## src/rtl/team_06_pwm_dac_if.sv

```systemverilog
// rtl/team_06_pwm_dac_if.sv - sample/control/status bundle between the tremolo stage and the PWM DAC
interface team_06_pwm_dac_if;
    logic [7:0] sample_in;
    logic       sample_strobe;
    logic       en;
    logic       mute;
    logic       clr_flags;
    logic       pwm_out;
    logic       underrun;
    logic       overrun;

    modport master (
        output sample_in, sample_strobe, en, mute, clr_flags,
        input  pwm_out, underrun, overrun
    );

    modport slave (
        input  sample_in, sample_strobe, en, mute, clr_flags,
        output pwm_out, underrun, overrun
    );
endinterface

```

## src/rtl/team_06_pwm_dac.sv

```systemverilog
// rtl/team_06_pwm_dac.sv - double-buffered 8-bit PWM DAC, 255-clock period; TEAM_06_PWM_SOFTMUTE_EN ramps mute
module team_06_pwm_dac #(
    parameter logic [7:0] MUTE_LEVEL = 8'd128
) (
    input  logic                      clk,
    input  logic                      rst,
    team_06_pwm_dac_if.slave          bus
);

    localparam logic [7:0] CNT_LAST = 8'd254;

    logic [7:0] cnt_q, cnt_d;
    logic [7:0] active_q, active_d;
    logic [7:0] pending_q, pending_d;
    logic       pending_valid_q, pending_valid_d;
    logic       pwm_q, pwm_d;
    logic       underrun_q, underrun_d;
    logic       overrun_q, overrun_d;

    logic boundary;
    logic underrun_set;
    logic overrun_set;

    assign boundary = bus.en && (cnt_q == CNT_LAST);

    always_comb begin
        cnt_d           = 8'd0;
        active_d        = active_q;
        pending_d       = pending_q;
        pending_valid_d = pending_valid_q;
        underrun_set    = 1'b0;
        overrun_set     = 1'b0;

        if (bus.en) begin
            cnt_d = (cnt_q == CNT_LAST) ? 8'd0 : cnt_q + 8'd1;
        end

        // Strobes landing in the boundary cycle bypass the buffer entirely.
        if (bus.sample_strobe && !boundary) begin
            pending_d       = bus.sample_in;
            pending_valid_d = 1'b1;
            overrun_set     = pending_valid_q;
        end

        if (boundary) begin
            if (bus.mute) begin
`ifdef TEAM_06_PWM_SOFTMUTE_EN
                if (active_q > MUTE_LEVEL) begin
                    active_d = active_q - 8'd1;
                end else if (active_q < MUTE_LEVEL) begin
                    active_d = active_q + 8'd1;
                end
                pending_valid_d = 1'b0;
`else
                active_d = MUTE_LEVEL;
`endif
            end else if (bus.sample_strobe) begin
                active_d        = bus.sample_in;
                pending_valid_d = 1'b0;
            end else if (pending_valid_q) begin
                active_d        = pending_q;
                pending_valid_d = 1'b0;
            end else begin
                underrun_set = 1'b1;
            end
        end

        pwm_d      = bus.en && (cnt_q < active_q);
        underrun_d = (underrun_q && !bus.clr_flags) || underrun_set;
        overrun_d  = (overrun_q && !bus.clr_flags) || overrun_set;
    end

    always_ff @(posedge clk) begin
        if (rst) begin
            cnt_q           <= 8'd0;
            active_q        <= MUTE_LEVEL;
            pending_q       <= MUTE_LEVEL;
            pending_valid_q <= 1'b0;
            pwm_q           <= 1'b0;
            underrun_q      <= 1'b0;
            overrun_q       <= 1'b0;
        end else begin
            cnt_q           <= cnt_d;
            active_q        <= active_d;
            pending_q       <= pending_d;
            pending_valid_q <= pending_valid_d;
            pwm_q           <= pwm_d;
            underrun_q      <= underrun_d;
            overrun_q       <= overrun_d;
        end
    end

    assign bus.pwm_out  = pwm_q;
    assign bus.underrun = underrun_q;
    assign bus.overrun  = overrun_q;

endmodule

```

## src/flat_wrapper.sv

```systemverilog
// flat-port wrapper written by rule: the top's interface ports become plain ports
module team_06_pwm_dac_flat 
#(
    parameter logic [7:0] MUTE_LEVEL = 8'd128
)
  (clk, rst, bus_sample_in, bus_sample_strobe, bus_en, bus_mute, bus_clr_flags, bus_pwm_out, bus_underrun, bus_overrun);
  team_06_pwm_dac_if bus_i ();
  input  logic clk;
  input  logic rst;
  input wire logic [$bits(bus_i.sample_in)-1:0] bus_sample_in;
  input wire logic [$bits(bus_i.sample_strobe)-1:0] bus_sample_strobe;
  input wire logic [$bits(bus_i.en)-1:0] bus_en;
  input wire logic [$bits(bus_i.mute)-1:0] bus_mute;
  input wire logic [$bits(bus_i.clr_flags)-1:0] bus_clr_flags;
  output wire logic [$bits(bus_i.pwm_out)-1:0] bus_pwm_out;
  output wire logic [$bits(bus_i.underrun)-1:0] bus_underrun;
  output wire logic [$bits(bus_i.overrun)-1:0] bus_overrun;
  assign bus_i.sample_in = bus_sample_in;
  assign bus_i.sample_strobe = bus_sample_strobe;
  assign bus_i.en = bus_en;
  assign bus_i.mute = bus_mute;
  assign bus_i.clr_flags = bus_clr_flags;
  assign bus_pwm_out = bus_i.pwm_out;
  assign bus_underrun = bus_i.underrun;
  assign bus_overrun = bus_i.overrun;
  team_06_pwm_dac #(.MUTE_LEVEL(MUTE_LEVEL)) u_core (.clk(clk), .rst(rst), .bus(bus_i));
endmodule
```

## config.mk

```make
export PLATFORM = sky130hd
export DESIGN_NAME = team_06_pwm_dac_flat
export DESIGN_NICKNAME = d
export VERILOG_FILES = /design/src/rtl/team_06_pwm_dac_if.sv /design/src/rtl/team_06_pwm_dac.sv /design/src/flat_wrapper.sv
export SDC_FILE = /design/constraint.sdc
export NUM_CORES = 1
export LEC_CHECK = 0
export BUFFER_PORTS_ARGS = -buffer_cell sky130_fd_sc_hd__buf_2
export CAP_MARGIN = 0
export CORE_MARGIN = 8
export CORE_UTILIZATION = 30
export CTS_CLUSTER_DIAMETER = 50
export DETAILED_ROUTE_END_ITERATION = 12
export PLACE_DENSITY_LB_ADDON = 0.05
export SETUP_SLACK_MARGIN = 0.5
export SYNTH_ARGS = -nofsm -noshare
export SYNTH_HDL_FRONTEND = slang
export SYNTH_SLANG_ARGS = --single-unit
```

## constraint.sdc

```tcl
create_clock -name clk -period 3.5 [get_ports clk]
set_input_delay 0.35 -clock clk [delete_from_list [all_inputs] [get_ports clk]]
set_output_delay 0.35 -clock clk [all_outputs]
set_load 0.02 [all_outputs]
```

# ---- After elaboration in Yosys (flattened, before gate mapping)
# Index checks and enable logic that the tools add are counted.
dict set report totals {
  word_cells 36
  inputBits 14
  regBits 28
}
dict set report classes {
  n_addsub 1
  n_eq_ne 1
  reduce_logical 12
  n_mux 13
  magnitude_cmp 1
  bitwise 1
}
# op n
set op_table {}
lappend op_table {{8-bit 2-to-1 mux} 3}
lappend op_table {{1-bit 2-to-1 mux} 10}
lappend op_table {{8-bit by 1-bit adder with 8-bit output (second input constant)} 1}
lappend op_table {{8-bit == test (second input constant)} 1}
lappend op_table {{8-bit < comparator} 1}
lappend op_table {{1-bit logical AND} 5}
lappend op_table {{3-bit nonzero test} 1}
lappend op_table {{3-bit OR reduction} 1}
lappend op_table {{1-bit logical NOT} 2}
lappend op_table {{1-bit logical OR} 2}
lappend op_table {{2-bit AND reduction} 1}
lappend op_table {{1-bit inverter} 1}

# ---- Logic depth before layout (Yosys ltp)
# Gate-level depths: netlist of the first run.
dict set report depth {
  ltp_word 9
  depth_mapped 6
  mapped_depth_nobuf 5
}

# ---- Worst setup path before layout of the first run
# No wires, ideal clock.
dict set report synth_timing {
  path_kind {reg2reg}
  from {reg u_core.cnt_q[1]}
  to {reg u_core.active_q[7]}
  synth_period_minus_slack_ps 1447
  setup_ps 134
  stages_incl_launch_ff 6
  path_buffers 1
  path_slack_ps 2053
  arrival_time_ps 1313
  cell_sequence {dfxtp_1 > ha_1 > nand4_1 > or3b_1 > buf_6 > mux2i_1}
}
dict set report synth_via {
  elab_chain_cells 3
}
# element line
set synth_lines {}
lappend synth_lines {{start, declared} team_06_pwm_dac.sv:12} ;# logic [7:0] cnt_q, cnt_d;
lappend synth_lines {{start signal, assigned} team_06_pwm_dac.sv:83} ;# cnt_q <= cnt_d;
lappend synth_lines {{8-bit == test} team_06_pwm_dac.sv:24} ;# assign boundary = bus.en && (cnt_q == CNT_LAST);
lappend synth_lines {{1-bit logical AND} team_06_pwm_dac.sv:24}
lappend synth_lines {{2-bit AND reduction (no line)} n/a}
lappend synth_lines {{end signal, assigned} team_06_pwm_dac.sv:84} ;# active_q <= active_d;
lappend synth_lines {{end, declared} team_06_pwm_dac.sv:13} ;# logic [7:0] active_q, active_d;
# Every way passes these cells.
# A chain may end at the register's enable or synchronous reset.

# ---- Final worst setup path of the first run
dict set report layout_timing {
  from {reg u_core.cnt_q[1]}
  to {reg u_core.active_q[3]}
}
# Same word-level chain as after synthesis.

==> results.json, run 1 <==
{
  "wl_met1_mm": 1.387,
  "die-area_sq_um": 7161,
  "ys_ff_latch": 28,
  "final_common_cell": "nand2_1",
  "dpl_cell_area_sq_um": 1528,
  "stdcell_area_sq_um": 1583,
  "dr.pass1.iters": 3,
  "cts_hold_buf": 0,
  "pwr-share-seq_pct": 56.7,
  "drtIter0Drc": 9,
  "cts_root_buffer": "clkbuf_8",
  "net-switching-power_mw": 0.1347,
  "ant_nets": 0,
  "setup_ws_ns": 1.786,
  "powerDensity_nw_per_um2": 370.4,
  "synthToLayoutAreaGrowth_pct": 12.05,
  "grt_pass1_vias": 1120,
  "rsz0062_at_grt": "no",
  "gp_congestion": 0.7329,
  "ys_types": 29,
  "core.rowCount": 25,
  "ir_worst_vdd_mv": 0.1147,
  "diodes": 0,
  "insertion_delay_ns": 0.28,
  "netlist_top_cells_area": "dfxtp_1, mux2i_1, ha_1",
  "internal_power_mw": 0.4516,
  "critPathRequiredTime_ns": 3.65,
  "worstRegToRegCells": 4,
  "htree_num_levels": 1,
  "wl_per_cell_um": 12.34,
  "finalPower_mw": 0.5863,
  "die_y_um": 84.62,
  "fmax_ghz": 0.5834,
  "numCtsBuffers": 3,
  "drive_above_1_share_pct": 18.60,
  "met3_length_um": 68,
  "post_cts_resized": 0,
  "synth_cells": 158,
  "worstPathArrival_ns": 1.87,
  "synth_top_cell_area_share_pct": 39.68,
  "final_cell_mix": "nand2_1, dfxtp_1, mux2i_1, buf_2, nor2_1",
  "yosysWarnings": 0,
  "cp-end-kind": "register",
  "final_cells": 226,
  "rr_endpoint": "u_core.active_q[3]",
  "skew_ns": 0.004498,
  "swShare_pct": 22.97,
  "postCtsSetupBuffers": 0,
  "grt_remaining_overflow": 0,
  "run_status": "finished, final reports clean",
  "comb_power_share_pct": 8.6,
  "p_clk_share_pct": 34.7,
  "die_w_um": 84.62,
  "cp-startpoint": "u_core.cnt_q[1]",
  "p_leak_nw": 0.6848,
  "cts_tree": "done",
  "hold_depth": 3,
  "syn_area_per_cell_sq_um": 8.941,
  "synthesis.nets": 181,
  "yosysSeqAreaShare_pct": 39.68,
  "finalWirelength_mm": 2.789,
  "worst_slew_pin_slew_ns": 0.6481,
  "cts_sinks": 28,
  "r2r-start": "u_core.cnt_q[1]",
  "crit_path_max_fanout": 8,
  "grt_usage_pct": 8.512,
  "topRoutingLayerUsed": "met4",
  "setup_violations": 0,
  "finalSetupTns_ns": 0,
  "routed-via-count": 1075,
  "dp_hpwl_mm": 2.203,
  "drc_errors": 0,
  "period_share_pct": 48.98,
  "placed_cells": 222,
  "slew_headroom_pct": 56.74,
  "cts_buffer_depth": 2,
  "cap_violations": 0,
  "slew_violations": 0,
  "finalHoldViolations": 0,
  "start_kind": "register",
  "core_sq_um": 4629,
  "start_util_pct": 30.51,
  "r2r_slack_ns": 1.79,
  "place_ws_ns": 1.791,
  "yosys.area.top_type": "dfxtp_1",
  "netlist_area_sq_um": 1413,
  "clk_pin_slew_ns": 0.10,
  "io_buffers": 16,
  "final_nets": 196,
  "grt_pass1_wl_mm": 5.002,
  "cp-endpoint": "u_core.active_q[3]",
  "period_minus_slack_ns": 1.714,
  "antenna_found_initial": 0,
  "io_pins": 17,
  "crit_type": "register to register",
  "grt_max_degree": 24,
  "vias_per_cell": 4.757,
  "wl_met2_mm": 1.289,
  "fillers": 497,
  "hold_path.class": "input port to register"
}
cells in the mapped netlist:
cell type / count
a2111oi_0: 1
a21oi_1: 6
a32o_1: 1
buf_2: 2
buf_6: 1
clkbuf_1: 3
dfxtp_1: 28
ha_1: 9
inv_1: 11
mux2_2: 7
mux2i_1: 16
nand2_1: 30
nand3_1: 5
nand4_1: 1
nand4_4: 1
nor2_1: 13
nor2b_1: 2
nor3b_1: 1
o211ai_1: 2
o21a_1: 2
o21ai_0: 5
o21ai_1: 1
o31a_2: 1
o32a_2: 1
or3_1: 2
or3_2: 2
or3b_1: 1
xnor2_1: 1
xor2_1: 2
cells by family (layout without fill, tap and decap cells):
family	after synthesis	in the layout	synth area share, %
simple gates	58	58	19.13
xor+xnor	3	3	1.860
fa+ha+maj	9	9	7.972
buf+inv	17	31	5.226
compound gates	20	20	9.211
flops	28	28	39.68
mux	23	23	16.92
how the worst min path moves through the flow:
stage                         from                  end  slack [ns]
5_1_grt           bus_sample_in[0]  u_core.pending_q[0]        0.32
2_1_floorplan  u_core.pending_q[0]  u_core.pending_q[0]        0.43
4_1_cts           bus_sample_in[6]  u_core.pending_q[6]        0.31
3_5_place_dp   u_core.pending_q[3]  u_core.pending_q[3]        0.45
3_3_place_gp   u_core.pending_q[0]  u_core.pending_q[0]        0.44
6_report          bus_sample_in[6]  u_core.pending_q[6]        0.32
routing by layer:
metal,up-vias,track usage (%)
met2,10,14.39
met1,491,9.927
met3,5,2.244
met4,0,3.398
met5,-,0
li1,569,-
metrics by stage:
stage                     hold WS (ns)  util (%)
after floorplan                 0.4322         -
after global placement          0.4421     33.00
after detailed placement        0.4493     33.00
after CTS                       0.3086     34.19
after global routing            0.3153     34.19
final                           0.3180     34.19
worst max-delay path: stages (launching register included):
cell and delay (ns):
dfxtp_1 0.44, ha_1 0.21, nand4_1 0.16, or3b_1 0.60
mux2i_1 0.18
registers in the layout, indices dropped and copies added (netlist names):
signal                  cells
u_core.active_q             8
u_core.cnt_q                8
u_core.pending_valid_q      1
u_core.bus.overrun          1
u_core.pending_q            8
u_core.bus.underrun         1
u_core.bus.pwm_out          1
power by group through the flow:
| stage | registers [mW] | clock network, mW | logic, mW |
|---|---|---|---|
| final | 0.332 | 0.203 | 0.0505 |
| after detailed placement | 0.340 | 0 | 0.0517 |
| after CTS | 0.333 | 0.214 | 0.0519 |
| after global placement | 0.340 | 0 | 0.0509 |
| after global routing | 0.334 | 0.227 | 0.0575 |
| after floorplan | 0.340 | 0 | 0.0343 |
layout make-up:
class	instances	area, sq um	area share, %
clock buffers	4	55.05	3.478
inverters	11	41.29	2.609
repair buffers	16	80.08	5.059
well taps	54	67.56	4.269
flip-flops and latches	28	560.5	35.42
multi-input cells	113	778.2	49.17
Note: power is estimated with default switching activity, not from simulation.
==> run 2, diff against run 1 <==
- ABC_AREA: default -> 1
- clock period: 3.5 -> 1.5 ns (I/O delays scaled with it)
==> run 2 against run 1 <==
Critical path type unchanged. Final cell count rose by 36%. Synthesized cell count is 33% higher. Sequential power increased by 130%. Non-clock buffer count grew 12. First-iteration DRC count rose to 4.7 times the previous value. Die area rose by 5.9%. Sequential share of layout area shrank 5.6 points. Largest cell class unchanged. Highest routed layer unchanged. Register-to-register slack lost 1.5 ns. Via count rose by 26%. Sequential cell count is the same. Hold slack worse by 0.26 ns. Critical endpoint is now u_core.active_q[1]. Critical path depth is 5 higher.
==> results.json, run 2 <==
{
  "final_cell_mix": "nor2_1, nand2_1, dfxtp_1, inv_1, buf_2",
  "die_w_um": 87.10,
  "worstPathArrival_ns": 1.49,
  "numCtsBuffers": 3,
  "crit_path_max_fanout": 4,
  "fillers": 534,
  "ys.flop_type": "dfxtp_1",
  "netlist_area_sq_um": 1516,
  "io_pins": 17,
  "synth-adder-area-share_pct": 7.426,
  "finalWirelength_mm": 3.673,
  "grt_max_degree": 18,
  "synth_top_family_by_area": "simple AND/OR/NAND/NOR gates",
  "die_y_um": 87.10,
  "crit_type": "register to register",
  "yosysSeqAreaShare_pct": 36.96,
  "ant_nets": 0,
  "critPathRequiredTime_ns": 1.73,
  "synth.most_common_cell": "nor2_1",
  "grt_remaining_overflow": 0,
  "period_share_pct": 84.15,
  "io_buffers": 16,
  "cts_buffer_depth": 2,
  "slew_headroom_pct": 85.57,
  "cts_tree": "done",
  "final_nets": 261,
  "core_sq_um": 4977,
  "synthToLayoutAreaGrowth_pct": 27.48,
  "synth_edf_count": 0,
  "cts_hold_buf": 0,
  "routed-via-count": 1354,
  "fmax_ghz": 0.7923,
  "drtIter0Drc": 42,
  "grt_pass1_wl_mm": 6.341,
  "run_status": "finished, final reports clean",
  "insertion_delay_ns": 0.28,
  "powerDensity_nw_per_um2": 804.3,
  "start_util_pct": 30.47,
  "p_leak_nw": 0.8538,
  "worst_slew_pin_slew_ns": 0.2143,
  "cts_sinks": 28,
  "syn_area_per_cell_sq_um": 7.221,
  "grt_pass1_vias": 1380,
  "yosys-mux-area-fraction_pct": 0,
  "synth_simple_gate_area_share_pct": 38.86,
  "cp-end-kind": "register",
  "dp_hpwl_mm": 2.723,
  "yosysWarnings": 0,
  "setup_ws_ns": 0.2378,
  "finalPower_mw": 1.555,
  "dr.pass1.iters": 4,
  "ys_ff_latch": 28,
  "finalSetupTns_ns": 0,
  "place_ws_ns": 0.1586,
  "largestRegisters": "u_core.active_q x8, u_core.cnt_q x8, u_core.pending_q x8",
  "grt_usage_pct": 10.50,
  "cap_violations": 0,
  "async_flop_share_pct": 0,
  "wl_per_cell_um": 11.96,
  "ys_types": 28,
  "diodes": 0,
  "antenna_found_initial": 0,
  "yosys.area.top_type": "dfxtp_1",
  "drc_errors": 0,
  "htree_num_levels": 1,
  "synthesis.nets": 233,
  "synthXorXnorAreaFrac_pct": 1.155,
  "ir_worst_vdd_mv": 0.3584,
  "core.rowCount": 26,
  "slew_violations": 0,
  "start_kind": "register",
  "drive_above_1_share_pct": 30.38,
  "synth_compound_area_share_pct": 5.611,
  "synth_cells": 210,
  "period_minus_slack_ns": 1.262,
  "skew_ns": 0.009728,
  "netlist_top_cells_area": "dfxtp_1, nor2_1, nand2_1",
  "gp_congestion": 0.7536,
  "synth_top_cell_area_share_pct": 36.96,
  "yosys-top-cells-count": "nor2_1, nand2_1, dfxtp_1, inv_1, ha_1",
  "finalHoldViolations": 0,
  "final_common_cell": "nor2_1",
  "die-area_sq_um": 7586,
  "cts_root_buffer": "clkbuf_8",
  "clk_pin_slew_ns": 0.11,
  "setup_violations": 0,
  "rsz0062_at_grt": "yes",
  "hold_path.class": "input port to register",
  "vias_per_cell": 4.410
}
-- run 2: metrics by stage --
step	hold WS, ns	instance area, sq um	utilization (%)	cells
finish	0.06251	1933	38.84	307
detailed placement	0.3738	1713	34.41	298
CTS	0.05752	1914	38.46	307
global route	0.05970	1933	38.84	307
global placement	0.3688	1713	34.41	298
floorplan	0.2191	1541	-	210
-- run 2: where the power goes --
part           internal (mW)  switching, mW  leakage, nW
logic                 0.0636         0.0992        0.585
registers              0.763         0.0120        0.233
clock network          0.358          0.259       0.0357
total                   1.18          0.370        0.854
-- run 2: metal layers --
metal	up-vias	share of wire, %	global-route usage [%]	wire [um]
li1	714	-	-	-
met1	620	48	12.73	1759
met2	15	48	17.49	1772
met3	5	2.4	1.887	87
met4	0	1.5	4.844	54
met5	-	0	0	0
-- run 2: cell families (layout without fill, tap and decap cells) --
group                    after synthesis  after routing
adder cells (fa/ha/maj)                9              9
buffers and inverters                 29             56
flip-flops                            28             28
AO/OA/AOI/OAI                         16             16
AND/OR/NAND/NOR                      126            126
XOR/XNOR                               2              2
-- run 2: worst max-delay path, cell delays in order (launching register included) --
cell and delay (ns):
dfxtp_4 0.36, inv_2 0.06, ha_4 0.11, inv_2 0.03, nor2_4 0.14, nand3_4 0.12, buf_4 0.16, nor2_4 0.09
nor2_1 0.06, nor2_2 0.08
-- run 2: final timing paths --
| path | cells past startpoint | slack (ns) | end | from |
|---|---|---|---|---|
| max | 9 | 0.24 | u_core.active_q[1] | u_core.cnt_q[0] |
| min | 2 | 0.06 | u_core.bus.underrun | rst |
| max reg2reg | 9 | 0.24 | u_core.active_q[1] | u_core.cnt_q[0] |
| min reg2reg | 2 | 0.47 | u_core.bus.underrun | u_core.bus.underrun |
-- run 2: final cells by class --
cell class	instances	area (sq um)	share of cell area (%)
multi-input cells	153	910.9	47.12
inverters	24	105.1	5.437
clock buffers	3	41.29	2.136
well taps	70	87.58	4.531
clock inverters	1	30.03	1.553
repair buffers	28	181.4	9.385
flip-flops and latches	28	576.8	29.84
-- run 2: what timing repair did --
item,CTS,global route
gates resized for setup,23,7
endpoints found under the setup margin,28,28
buffers inserted,5,0
pin swaps,14,6
endpoints found under the hold margin,0,0
